$ cat src/rtl/instruction_fetch_if.sv
// rtl/instruction_fetch_if.sv - memory and decoder-side signal bundle for instruction_fetch
interface instruction_fetch_if;
  logic        run;
  logic [31:0] mem_address;
  logic [31:0] mem_q;
  logic [7:0]  instr;
  logic [7:0]  instr_pc;
  logic        instr_valid;
  logic        instr_ready;
  logic        redirect;
  logic [7:0]  redirect_pc;
  logic        halted;

  // Fetch unit side
  modport master (
    input  run,
    input  mem_q,
    input  instr_ready,
    input  redirect,
    input  redirect_pc,
    output mem_address,
    output instr,
    output instr_pc,
    output instr_valid,
    output halted
  );

  // Memory/decoder/control side
  modport slave (
    output run,
    output mem_q,
    output instr_ready,
    output redirect,
    output redirect_pc,
    input  mem_address,
    input  instr,
    input  instr_pc,
    input  instr_valid,
    input  halted
  );
endinterface

$ cat src/rtl/instruction_fetch.sv
// rtl/instruction_fetch.sv - PC owner and single-entry instruction register; optional halt detect via IFETCH_HALT_EN
module instruction_fetch #(
  parameter logic [7:0] HALT_OPCODE = 8'h00,
  parameter logic [7:0] RESET_PC    = 8'h00
) (
  input  logic                   clk_i,
  input  logic                   rst_n_i,
  instruction_fetch_if.master    bus
);

`ifdef IFETCH_HALT_EN
  typedef enum logic {ST_FETCH = 1'b0, ST_HALTED = 1'b1} state_e;
`else
  typedef enum logic {ST_FETCH = 1'b0} state_e;
`endif

  state_e     state_q, state_d;
  logic [7:0] pc_q, pc_d;
  logic [7:0] instr_q, instr_d;
  logic [7:0] instr_pc_q, instr_pc_d;
  logic       valid_q, valid_d;
  logic       load;
`ifdef IFETCH_HALT_EN
  logic       halted_q, halted_d;
`endif

  // Memory read is combinational, so the current pc addresses this cycle's fetch
  assign bus.mem_address = {24'b0, pc_q};
  assign bus.instr       = instr_q;
  assign bus.instr_pc    = instr_pc_q;
  assign bus.instr_valid = valid_q;
`ifdef IFETCH_HALT_EN
  assign bus.halted      = halted_q;
`else
  assign bus.halted      = 1'b0;
  logic unused_halt_opcode;
  assign unused_halt_opcode = ^HALT_OPCODE;
`endif

  // Only the low byte of the memory word carries instruction data
  logic unused_mem_hi;
  assign unused_mem_hi = ^bus.mem_q[31:8];

  // Next-state: redirect beats everything, then load, then plain accept
  always_comb begin
    state_d    = state_q;
    pc_d       = pc_q;
    instr_d    = instr_q;
    instr_pc_d = instr_pc_q;
    valid_d    = valid_q;
`ifdef IFETCH_HALT_EN
    halted_d   = halted_q;
`endif
    load = (state_q == ST_FETCH) && bus.run && !bus.redirect &&
           (!valid_q || bus.instr_ready);

    if (bus.redirect) begin
      // Flush the held byte even if the decoder is ready this cycle
      pc_d    = bus.redirect_pc;
      valid_d = 1'b0;
      state_d = ST_FETCH;
`ifdef IFETCH_HALT_EN
      halted_d = 1'b0;
`endif
    end else if (load) begin
      instr_d    = bus.mem_q[7:0];
      instr_pc_d = pc_q;
      valid_d    = 1'b1;
      pc_d       = pc_q + 8'd1;
`ifdef IFETCH_HALT_EN
      // The halt byte itself is still delivered to the decoder
      if (bus.mem_q[7:0] == HALT_OPCODE) begin
        state_d  = ST_HALTED;
        halted_d = 1'b1;
      end
`endif
    end else if (valid_q && bus.instr_ready) begin
      valid_d = 1'b0;
    end
  end

  // State register with asynchronous reset
  always_ff @(posedge clk_i or negedge rst_n_i) begin
    if (!rst_n_i) begin
      state_q    <= ST_FETCH;
      pc_q       <= RESET_PC;
      instr_q    <= 8'h00;
      instr_pc_q <= 8'h00;
      valid_q    <= 1'b0;
`ifdef IFETCH_HALT_EN
      halted_q   <= 1'b0;
`endif
    end else begin
      state_q    <= state_d;
      pc_q       <= pc_d;
      instr_q    <= instr_d;
      instr_pc_q <= instr_pc_d;
      valid_q    <= valid_d;
`ifdef IFETCH_HALT_EN
      halted_q   <= halted_d;
`endif
    end
  end

endmodule

$ cat src/flat_wrapper.sv
// flat-port wrapper written by rule: the top's interface ports become plain ports
module instruction_fetch_flat 
#(
  parameter logic [7:0] HALT_OPCODE = 8'h00,
  parameter logic [7:0] RESET_PC    = 8'h00
)
  (clk_i, rst_n_i, bus_run, bus_mem_q, bus_instr_ready, bus_redirect, bus_redirect_pc, bus_mem_address, bus_instr, bus_instr_pc, bus_instr_valid, bus_halted);
  instruction_fetch_if bus_i ();
  input  logic clk_i;
  input  logic rst_n_i;
  input wire logic [$bits(bus_i.run)-1:0] bus_run;
  input wire logic [$bits(bus_i.mem_q)-1:0] bus_mem_q;
  input wire logic [$bits(bus_i.instr_ready)-1:0] bus_instr_ready;
  input wire logic [$bits(bus_i.redirect)-1:0] bus_redirect;
  input wire logic [$bits(bus_i.redirect_pc)-1:0] bus_redirect_pc;
  output wire logic [$bits(bus_i.mem_address)-1:0] bus_mem_address;
  output wire logic [$bits(bus_i.instr)-1:0] bus_instr;
  output wire logic [$bits(bus_i.instr_pc)-1:0] bus_instr_pc;
  output wire logic [$bits(bus_i.instr_valid)-1:0] bus_instr_valid;
  output wire logic [$bits(bus_i.halted)-1:0] bus_halted;
  assign bus_i.run = bus_run;
  assign bus_i.mem_q = bus_mem_q;
  assign bus_i.instr_ready = bus_instr_ready;
  assign bus_i.redirect = bus_redirect;
  assign bus_i.redirect_pc = bus_redirect_pc;
  assign bus_mem_address = bus_i.mem_address;
  assign bus_instr = bus_i.instr;
  assign bus_instr_pc = bus_i.instr_pc;
  assign bus_instr_valid = bus_i.instr_valid;
  assign bus_halted = bus_i.halted;
  instruction_fetch #(.HALT_OPCODE(HALT_OPCODE), .RESET_PC(RESET_PC)) u_core (.clk_i(clk_i), .rst_n_i(rst_n_i), .bus(bus_i));
endmodule
$ cat config.mk
export PLATFORM = sky130hd
export DESIGN_NAME = instruction_fetch_flat
export DESIGN_NICKNAME = d
export VERILOG_FILES = /design/src/rtl/instruction_fetch_if.sv /design/src/rtl/instruction_fetch.sv /design/src/flat_wrapper.sv
export SDC_FILE = /design/constraint.sdc
export NUM_CORES = 1
export LEC_CHECK = 0
export BUFFER_PORTS_ARGS = -buffer_cell sky130_fd_sc_hd__buf_2
export CAP_MARGIN = 20
export CORE_UTILIZATION = 25
export CTS_CLUSTER_SIZE = 28
export DETAILED_ROUTE_END_ITERATION = 16
export PLACE_DENSITY = 0.52
export SLEW_MARGIN = 20
export SYNTH_ARGS = -nofsm -noshare
export SYNTH_HDL_FRONTEND = slang
export SYNTH_SLANG_ARGS = --single-unit
$ cat constraint.sdc
create_clock -name clk_i -period 1.35 [get_ports clk_i]
set_input_delay 0.0675 -clock clk_i [delete_from_list [all_inputs] [get_ports clk_i]]
set_output_delay 0.0675 -clock clk_i [all_outputs]
set_load 0.005 [all_outputs]
==> impl_results.md, run 1 <==
* R2r startpoint: u_core.bus.instr_valid
* RSZ-0062 raised after global routing: true
* Ys flop type: dfrtp_1
* WP data arrival at 1.49 ns
* Grt ovf at 0
* Routability congestion estimate from global placement at 0.667
* Total GRT Usage at 10.0%
* Total vias in the final route at 951
* Pwr Density at 1090 mW/mm²
* Critical Path End: u_core.bus.instr_pc[6]
* Top-area cell type share of the netlist area at 45.7%
* Post-layout utilization of the core at 34.2%
* Status: finished clean
* Fillers at 526
* H-tree lvl count at 1
* Most frequent cells after synthesis: buf_4, dfrtp_1, mux2_4, nand2_1, mux2_2
* CTS tree: built
* Top post-synthesis cells by area: dfrtp_1, buf_4, mux2_4
* Slew Viols, Final at 0
* Vert. Die Dim at 76.0 µm
* DR WL/cell at 11.5 µm
* Clock Tree Buf Depth at 2
* Final nets at 222
* CP Launch Point: u_core.bus.instr_valid
* Pre-antenna DRT Iters at 4
* Peak supply drop at 0.379 mV
* Synth cell types at 29
* PnR Total Power at 1.94 mW
* R2r setup slk at 0.02 ns
* WP data required at 1.50 ns
* Final WL at 2.83 mm
* CTS buffer count at 3
* Layout area overhead at 30.1%
* CTS sink cnt at 25
* Design Area, Final at 0.00178 mm²
* Worst-path clk slew at 0.09 ns
* Die width at 76.0 µm
* Cell Count, Final, Fillers Out at 245
* Final setup vio count at 0
* Yosys reg bits at 25
* Post-Syn Area at 0.00137 mm²
* Tcrit/Tclk final at 98.8%
* IO Port Bufs at 45
* Gate Count Post-Synth at 115
* Worst Max-Slew Pin Slew at 0.579 ns
* Placed Cells at 236
* Ys async rst share at 100%
* Die Area at 0.00578 mm²
* Clock Latency Late Sink at 0.27 ns
* P_leak at 0.890 nW
* Synth Warn # at 0
* Hold Path Depth at 3
* Initial antenna violation count at 0
* DP Area at 0.00166 mm²
* Critical path endpoint category: flip-flop
* Vias in the first global route at 910
* Starting DRT DRC Count at 50
* Total Neg Setup Slack at 0 ns
* Layout cells sized above 1 at 49.7%
* CP Max Fanout at 5
* F_max at 0.750 GHz
* First-pass GRT wire length at 4.60 mm
* Largest net degree at the start of global routing at 26
* Reg2reg path depth at 5
* Crit path time final at 1.33 ns
* Core Footprint at 0.00520 mm²
* Ports at 95
* Crit Path Class: flip-flop to flip-flop
* Max-Cap Viols at 0
* Reg2reg end: u_core.bus.instr_pc[6]
* CP startpoint kind: flip-flop
* Area leader, netlist: dfrtp_1
* Fin Clk Skew at 0.00622 ns
* Row cnt at 26
* Worst hold path type: input port to flip-flop
* Starting Density at 26.3%
* DRC at 0
* Final ANT Viol Nets at 0
* Clk root buf: clkbuf_8
* Post-DP HPWL at 2.03 mm
* Slew HR at 61.4%
* Syn Area/Cell at 11.9 µm²
* Vias per inst at 3.88
* N_diodes at 0
* Number of synthesized flops with an enable pin at 0
* Sequential-to-total area share from yosys stat at 45.7%
* Final hold viol count at 0
## worst min path at each step
| stage | start | to |
|---|---|---|
| 2_1_floorplan | rst_n_i | u_core.bus.instr[0] |
| 3_3_place_gp | rst_n_i | u_core.bus.instr[5] |
| 3_5_place_dp | rst_n_i | u_core.bus.instr[5] |
| 4_1_cts | bus_redirect_pc[6] | u_core.pc_q[6] |
| 5_1_grt | bus_mem_q[0] | u_core.bus.instr[0] |
| 6_report | bus_redirect_pc[2] | u_core.pc_q[2] |
## area by class of cell
cell class	instances	area, µm²	share of cell area [%]
timing repair buffer	60	383	21.5
multi-input combinational	85	632	35.5
tap	70	87.6	4.92
clock buffer	4	45.0	2.53
inverter	1	3.75	0.211
sequential	25	629	35.3
## repair_timing
action	in CTS	in global routing
endpoints found under the hold margin	25	0
hold buffers	1	0
buffers inserted	0	3
gates resized for setup	0	7
setup endpoints to repair	0	19
## through the flow
step	worst slack (ns)	hold WS (ns)
3_3_place_gp	0.0285	0.0984
3_5_place_dp	0.0311	0.105
4_1_cts	0.0130	0.00676
2_1_floorplan	0.0263	-0.228
5_1_grt	-0.0192	0.0249
6_report	0.0164	0.00983
## cell usage in the layout (no fill, tap or decap), types with 3 or more instances in the layout
master	synthesis	layout
nor2_1	3	3
conb_1	1	25
clkbuf_8	0	3
mux2_2	6	4
o21ai_1	5	5
dfrtp_1	25	22
nand2_1	10	10
buf_4	25	11
buf_2	1	45
mux2_4	10	12
xnor2_1	4	4
dfrtp_2	0	3
## layer usage
layer	routed length [µm]	share of wire (%)	GRT usage, %	vias up
met5	0	0	0	-
met2	1290	46	15.8	49
met3	161	5.7	1.44	2
li1	-	-	-	456
met1	1350	48	13.7	444
met4	27	0.96	4.04	0
## power breakdown
part           total [mW]  switching [mW]  internal, mW  leakage [nW]
Combinational       0.540           0.218         0.322         0.571
Clock               0.446           0.235         0.211        0.0228
Sequential          0.956          0.0826         0.873         0.296
## sequential cells by signal, indices dropped and copies added, names as in the netlist
register and count:
u_core.bus.instr_valid 1, u_core.bus.instr 8, u_core.bus.instr_pc 8, u_core.pc_q 8
## cells by family (layout without fill, tap and decap cells)
kind of cell	count (synthesis)	count (layout)	synth area share, %
other	1	25	0.274
buffers and inverters	29	65	16.1
adders and majority gates	1	1	0.914
and+or+nand+nor	27	27	12.7
AOI/OAI and AO/OA	9	9	3.84
xor gates and xnor gates	6	6	3.84
muxes	17	17	16.6
DFF	25	25	45.7
## worst max-delay path, cell delays in order, from the launching register on
cell       delay [ns]
dfrtp_1          0.43
nand2b_4         0.11
nand2_4          0.07
nor2_8           0.15
clkbuf_16        0.17
mux2_4           0.29
Power figures use the tool's default switching activity.
==> run 2, diff against run 1 <==
HOLD_SLACK_MARGIN = 0.02   (was unset)
==> impl_results.md, run 2 (synthesized netlist as in run 1, its figures left out) <==
* Initial antenna violation count at 0 (unchanged)
* CTS buffer count at 3 (unchanged)
* Post-layout utilization of the core at 35.0% (+0.77 points)
* Slew Viols, Final at 0 (unchanged)
* CP Max Fanout at 5 (unchanged)
* WP data required at 1.50 ns (about the same)
* Tcrit/Tclk final at 98.6% (-0.14 points)
* Layout area overhead at 33.0%
* Net Switching at 0.534 mW (-0.23%)
* Die width at 76.0 µm (unchanged)
* Final setup vio count at 0 (unchanged)
* CP startpoint kind: flip-flop
* Crit Path Class: flip-flop to flip-flop
* Layout cells sized above 1 at 48.6% (-1.1 points)
* PnR Total Power at 1.95 mW (+0.32%)
* Fin Clk Skew at 0.00447 ns (-0.00174 ns)
* Vias in the first global route at 928 (+2.0%)
* Commonest non-fill, non-tap cell in the layout: buf_2
* Core Footprint at 0.00520 mm² (unchanged)
* Starting DRT DRC Count at 54 (+8.0%)
* Routability congestion estimate from global placement at 0.667 (unchanged)
* DR WL/cell at 11.4 µm (-0.77%)
* Max-Cap Viols at 0 (unchanged)
* Worst hold path type: input port to flip-flop
* Grt ovf at 0 (unchanged)
* Vert. Die Dim at 76.0 µm (unchanged)
* Worst-path clk slew at 0.09 ns (about the same)
* WHS at 0.0163 ns (+0.00646 ns)
* Pwr Density at 1070 mW/mm² (-1.9%)
* First-pass GRT wire length at 4.70 mm (+2.1%)
* DRC at 0 (unchanged)
* Peak supply drop at 0.375 mV (-0.81%)
* Net Sw Frac at 27.4% (-0.15 points)
* Most frequent cells in the layout: buf_2, conb_1, dfrtp_1
* Total Neg Setup Slack at 0 ns (unchanged)
* Vias per inst at 3.86 (-0.47%)
* Fillers at 524 (-0.38%)
* Final WL at 2.85 mm (+0.85%)
* Total GRT Usage at 10.2% (+0.18 points)
* Comb pwr share at 28.2% (+0.4 points)
* Slew HR at 61.3% (-0.067 points)
* Starting Density at 26.3% (unchanged)
* Row cnt at 26 (unchanged)
* Crit path time final at 1.33 ns (-0.00194 ns)
* Total vias in the final route at 962 (+1.2%)
* Status: finished clean
* Clock Tree Buf Depth at 2 (unchanged)
* R2r setup slk at 0.02 ns (about the same)
* RSZ-0062 raised after global routing: true
* H-tree lvl count at 1 (unchanged)
* Int Pwr at 1.41 mW (+0.53%)
* Sequential share of power at 49.1% (about the same)
* Hold Crit Start: bus_redirect_pc[1]
* P_leak at 0.907 nW (+1.9%)
* Die Area at 0.00578 mm² (unchanged)
* R2r startpoint: u_core.bus.instr_valid
* Largest net degree at the start of global routing at 26 (unchanged)
* Final ANT Viol Nets at 0 (unchanged)
* Critical path endpoint category: flip-flop
* Ports at 95 (unchanged)
* WP data arrival at 1.48 ns (about the same)
* Worst Max-Slew Pin Slew at 0.580 ns (+0.00100 ns)
* Final nets at 226 (+1.8%)
* IO Port Bufs at 45 (unchanged)
* CTS tree: built
* Post-DP HPWL at 2.03 mm (unchanged)
* N_diodes at 0 (unchanged)
* Placed Cells at 236 (unchanged)
* CTS sink cnt at 25 (unchanged)
* F_max at 0.751 GHz (+0.15%)
* Cell Count, Final, Fillers Out at 249 (+1.6%)
* Clk root buf: clkbuf_8
* Clock Latency Late Sink at 0.26 ns (about the same)
* Final hold viol count at 0 (unchanged)
* Clk pwr share at 22.7% (-0.3 points)
* CP Launch Point: u_core.bus.instr_valid
* Pre-antenna DRT Iters at 4 (unchanged)
## run 2: changes by cell type in the layout (fill, tap and decap cells not counted), sizes merged
cell,change
dlygate4sd3,+4
## run 2: cell type report
class / instances / area (µm²) / area share [%]
clock buffer: 4 / 45.0 / 2.47
inverter: 1 / 3.75 / 0.206
multi-input combinational: 85 / 632 / 34.7
sequential: 25 / 629 / 34.6
tap: 70 / 87.6 / 4.81
timing repair buffer: 64 / 423 / 23.2
## run 2: final timing paths
kind / to / cells past startpoint
max: u_core.bus.instr_pc[6] / 5
min: u_core.pc_q[1] / 3
max reg2reg: u_core.bus.instr_pc[6] / 5
min reg2reg: u_core.bus.instr[1] / 1
max in group asynchronous: u_core.pc_q[0] / 2
min in group asynchronous: u_core.bus.instr_pc[1] / 2
## run 2: power groups by stage
stage               logic, mW  clock network, mW  registers, mW
global placement        0.509                  0          0.963
CTS                     0.528              0.456          0.955
finish                  0.550              0.442          0.956
floorplan               0.299                  0          0.981
detailed placement      0.512                  0          0.968
global route            0.602              0.485          0.979
## run 2: metrics by stage
| step | instance area (µm²) | setup slack [ns] |
|---|---|---|
| finish | 1820 | 0.0183 |
| floorplan | 1460 | 0.0263 |
| global placement | 1660 | 0.0285 |
| CTS | 1750 | 0.0130 |
| detailed placement | 1660 | 0.0311 |
| global route | 1820 | -0.0192 |
## run 2: timing repair
item	CTS	global route
buffers inserted	0	3
endpoints found under the setup margin	0	19
hold buffers	5	0
endpoints found under the hold margin	29	0
gates resized for setup	0	7
## run 2: critical path: stages (launching register included)
cell and delay, ns:
dfrtp_1 0.43, nand2b_4 0.11, nand2_4 0.07, nor2_8 0.15
clkbuf_16 0.17, mux2_4 0.29
## run 2: layer usage
metal  up-vias  track usage, %  wire, µm  share of wire (%)
met5         -               0         0                  0
met4         0            4.04        27               0.95
met3         2            1.56       191                6.7
met2        55            16.1      1310                 46
met1       442            14.0      1320                 46
li1        463               -         -                  -
==> run 3, diff against run 2 <==
SETUP_SLACK_MARGIN = 0.15   (was unset)
==> impl_results.md, run 3 (synthesized netlist as in run 1, its figures left out) <==
* R2r startpoint: u_core.bus.instr_valid
* Total GRT Usage at 9.86% (-0.32 points)
* Peak supply drop at 0.415 mV (+11%)
* Final ANT Viol Nets at 0 (unchanged)
* CP Max Fanout at 5 (unchanged)
* Final hold viol count at 0 (unchanged)
* Post-DP HPWL at 1.99 mm (-2.3%)
* Grt ovf at 0 (unchanged)
* F_max at 0.746 GHz (-0.71%)
* DR WL/cell at 11.1 µm (-2.7%)
* PnR Total Power at 1.95 mW (+0.19%)
* Worst hold path type: input port to flip-flop
* Vert. Die Dim at 76.0 µm (unchanged)
* Core Footprint at 0.00520 mm² (unchanged)
* DP Area at 0.00164 mm² (-1.1%)
* Status: finished clean
* Clock Latency Late Sink at 0.26 ns (about the same)
* RSZ-0062 raised after global routing: true
* Most frequent cells in the layout: buf_2, conb_1, dfrtp_1
* Slew Viols, Final at 0 (unchanged)
* CP Launch Point: u_core.bus.instr_valid
* Layout cells sized above 1 at 50.3% (+1.7 points)
* Clk pwr share at 22.0% (-0.7 points)
* Total Neg Setup Slack at 0 ns (unchanged)
* Layout area overhead at 33.8%
* DP Worst Slack at 0.0293 ns (-0.00176 ns)
* Worst Max-Slew Pin Slew at 0.545 ns (-0.0357 ns)
* Ports at 95 (unchanged)
* WP data arrival at 1.48 ns (about the same)
* Pwr Density at 1070 mW/mm² (-0.43%)
* Design Area, Final at 0.00183 mm² (+0.62%)
* Final WL at 2.75 mm (-3.5%)
* Int Pwr at 1.43 mW (+0.80%)
* CTS buffer count at 3 (unchanged)
* Starting Density at 26.3% (unchanged)
* Clock Tree Buf Depth at 2 (unchanged)
* Total vias in the final route at 985 (+2.4%)
* R2r setup slk at 0.009 ns (about the same)
* Die width at 76.0 µm (unchanged)
* Routability congestion estimate from global placement at 0.689 (+3.3%)
* CTS tree: built
* DRC at 0 (unchanged)
* WP data required at 1.49 ns (about the same)
* CTS sink cnt at 25 (unchanged)
* Reg2reg end: u_core.pc_q[5]
* Tcrit/Tclk final at 99.3% (+0.70 points)
* Commonest non-fill, non-tap cell in the layout: buf_2
* Final nets at 224 (-0.88%)
* CP startpoint kind: flip-flop
* Fin Clk Skew at 0.00177 ns (-0.00271 ns)
* Pre-antenna DRT Iters at 4 (unchanged)
* H-tree lvl count at 1 (unchanged)
* Final setup margin at 0.00884 ns (-0.00946 ns)
* Initial antenna violation count at 0 (unchanged)
* Vias in the first global route at 958 (+3.2%)
* N_diodes at 0 (unchanged)
* Clk root buf: clkbuf_8
* Die Area at 0.00578 mm² (unchanged)
* Net Switching at 0.526 mW (-1.4%)
* Crit path time final at 1.34 ns (+0.00946 ns)
* Reg2reg path depth at 5 (unchanged)
* Vias per inst at 3.99 (+3.2%)
* Crit Path Class: flip-flop to flip-flop
* Row cnt at 26 (unchanged)
* P_leak at 0.915 nW (+0.94%)
* Final setup vio count at 0 (unchanged)
* Net Sw Frac at 27.0% (-0.44 points)
* Sequential share of power at 48.8% (-0.3 points)
* Largest net degree at the start of global routing at 26 (unchanged)
* Worst-path clk slew at 0.08 ns (about the same)
* Critical path endpoint category: flip-flop
* Max-Cap Viols at 0 (unchanged)
* Critical Path End: u_core.pc_q[5]
* IO Port Bufs at 45 (unchanged)
* First-pass GRT wire length at 4.55 mm (-3.1%)
* Slew HR at 63.7% (+2.4 points)
* Starting DRT DRC Count at 25 (-54%)
* Comb pwr share at 29.2% (+1.0 points)
-- run 3: worst min path at each step --
stage	start	end	slack, ns	cells after the start
4_1_cts	bus_mem_q[0]	u_core.bus.instr[0]	0.03	2
6_report	bus_redirect_pc[3]	u_core.pc_q[3]	0.03	3
5_1_grt	bus_mem_q[6]	u_core.bus.instr[6]	0.03	2
3_5_place_dp	rst_n_i	u_core.bus.instr_pc[0]	0.09	1
3_3_place_gp	rst_n_i	u_core.bus.instr_pc[0]	0.10	1
2_1_floorplan	rst_n_i	u_core.bus.instr[0]	-0.23	0
-- run 3: power by group through the flow --
stage | clock network (mW) | registers, mW | logic (mW)
after floorplan | 0 | 0.981 | 0.301
after global placement | 0 | 0.962 | 0.500
after detailed placement | 0 | 0.968 | 0.502
after CTS | 0.452 | 0.956 | 0.543
after global routing | 0.470 | 0.976 | 0.627
final | 0.430 | 0.952 | 0.569
-- run 3: timing repair --
action / in CTS / in global routing
setup endpoints to repair: 20 / 22
pin swaps: 4 / 3
setup buffers: 2 / 3
gates resized for setup: 9 / 4
hold endpoints to repair: 28 / 0
gates cloned: 0 / 1
hold buffers: 4 / 0
-- run 3: final cells by class --
cell class / count / area (µm²)
Clock buffer: 4 / 45.0
Fill cell: 518 / 3370
Inverter: 1 / 3.75
Multi-Input combinational cell: 85 / 662
Sequential cell: 25 / 628
Tap cell: 70 / 87.6
Timing Repair Buffer: 62 / 405
-- run 3: worst max-delay path, cell delays in order, from the launching register on --
cell,delay (ns)
dfrtp_1,0.41
buf_4,0.15
and2b_4,0.19
nor4b_4,0.26
xnor2_1,0.14
o21ai_1,0.07
-- run 3: metal layers --
metal	share of wire, %	GRT usage [%]
met5	0	0
met4	1.9	4.62
met3	6.7	1.80
met2	48	16.5
met1	44	12.3
-- run 3: metrics by stage --
| stage | hold slack, ns | utilization (%) | instances |
|---|---|---|---|
| floorplan | -0.228 | - | 139 |
| global placement | 0.100 | 31.5 | 233 |
| detailed placement | 0.0923 | 31.5 | 233 |
| CTS | 0.0253 | 34.0 | 243 |
| global route | 0.0261 | 35.2 | 247 |
| finish | 0.0252 | 35.2 | 247 |
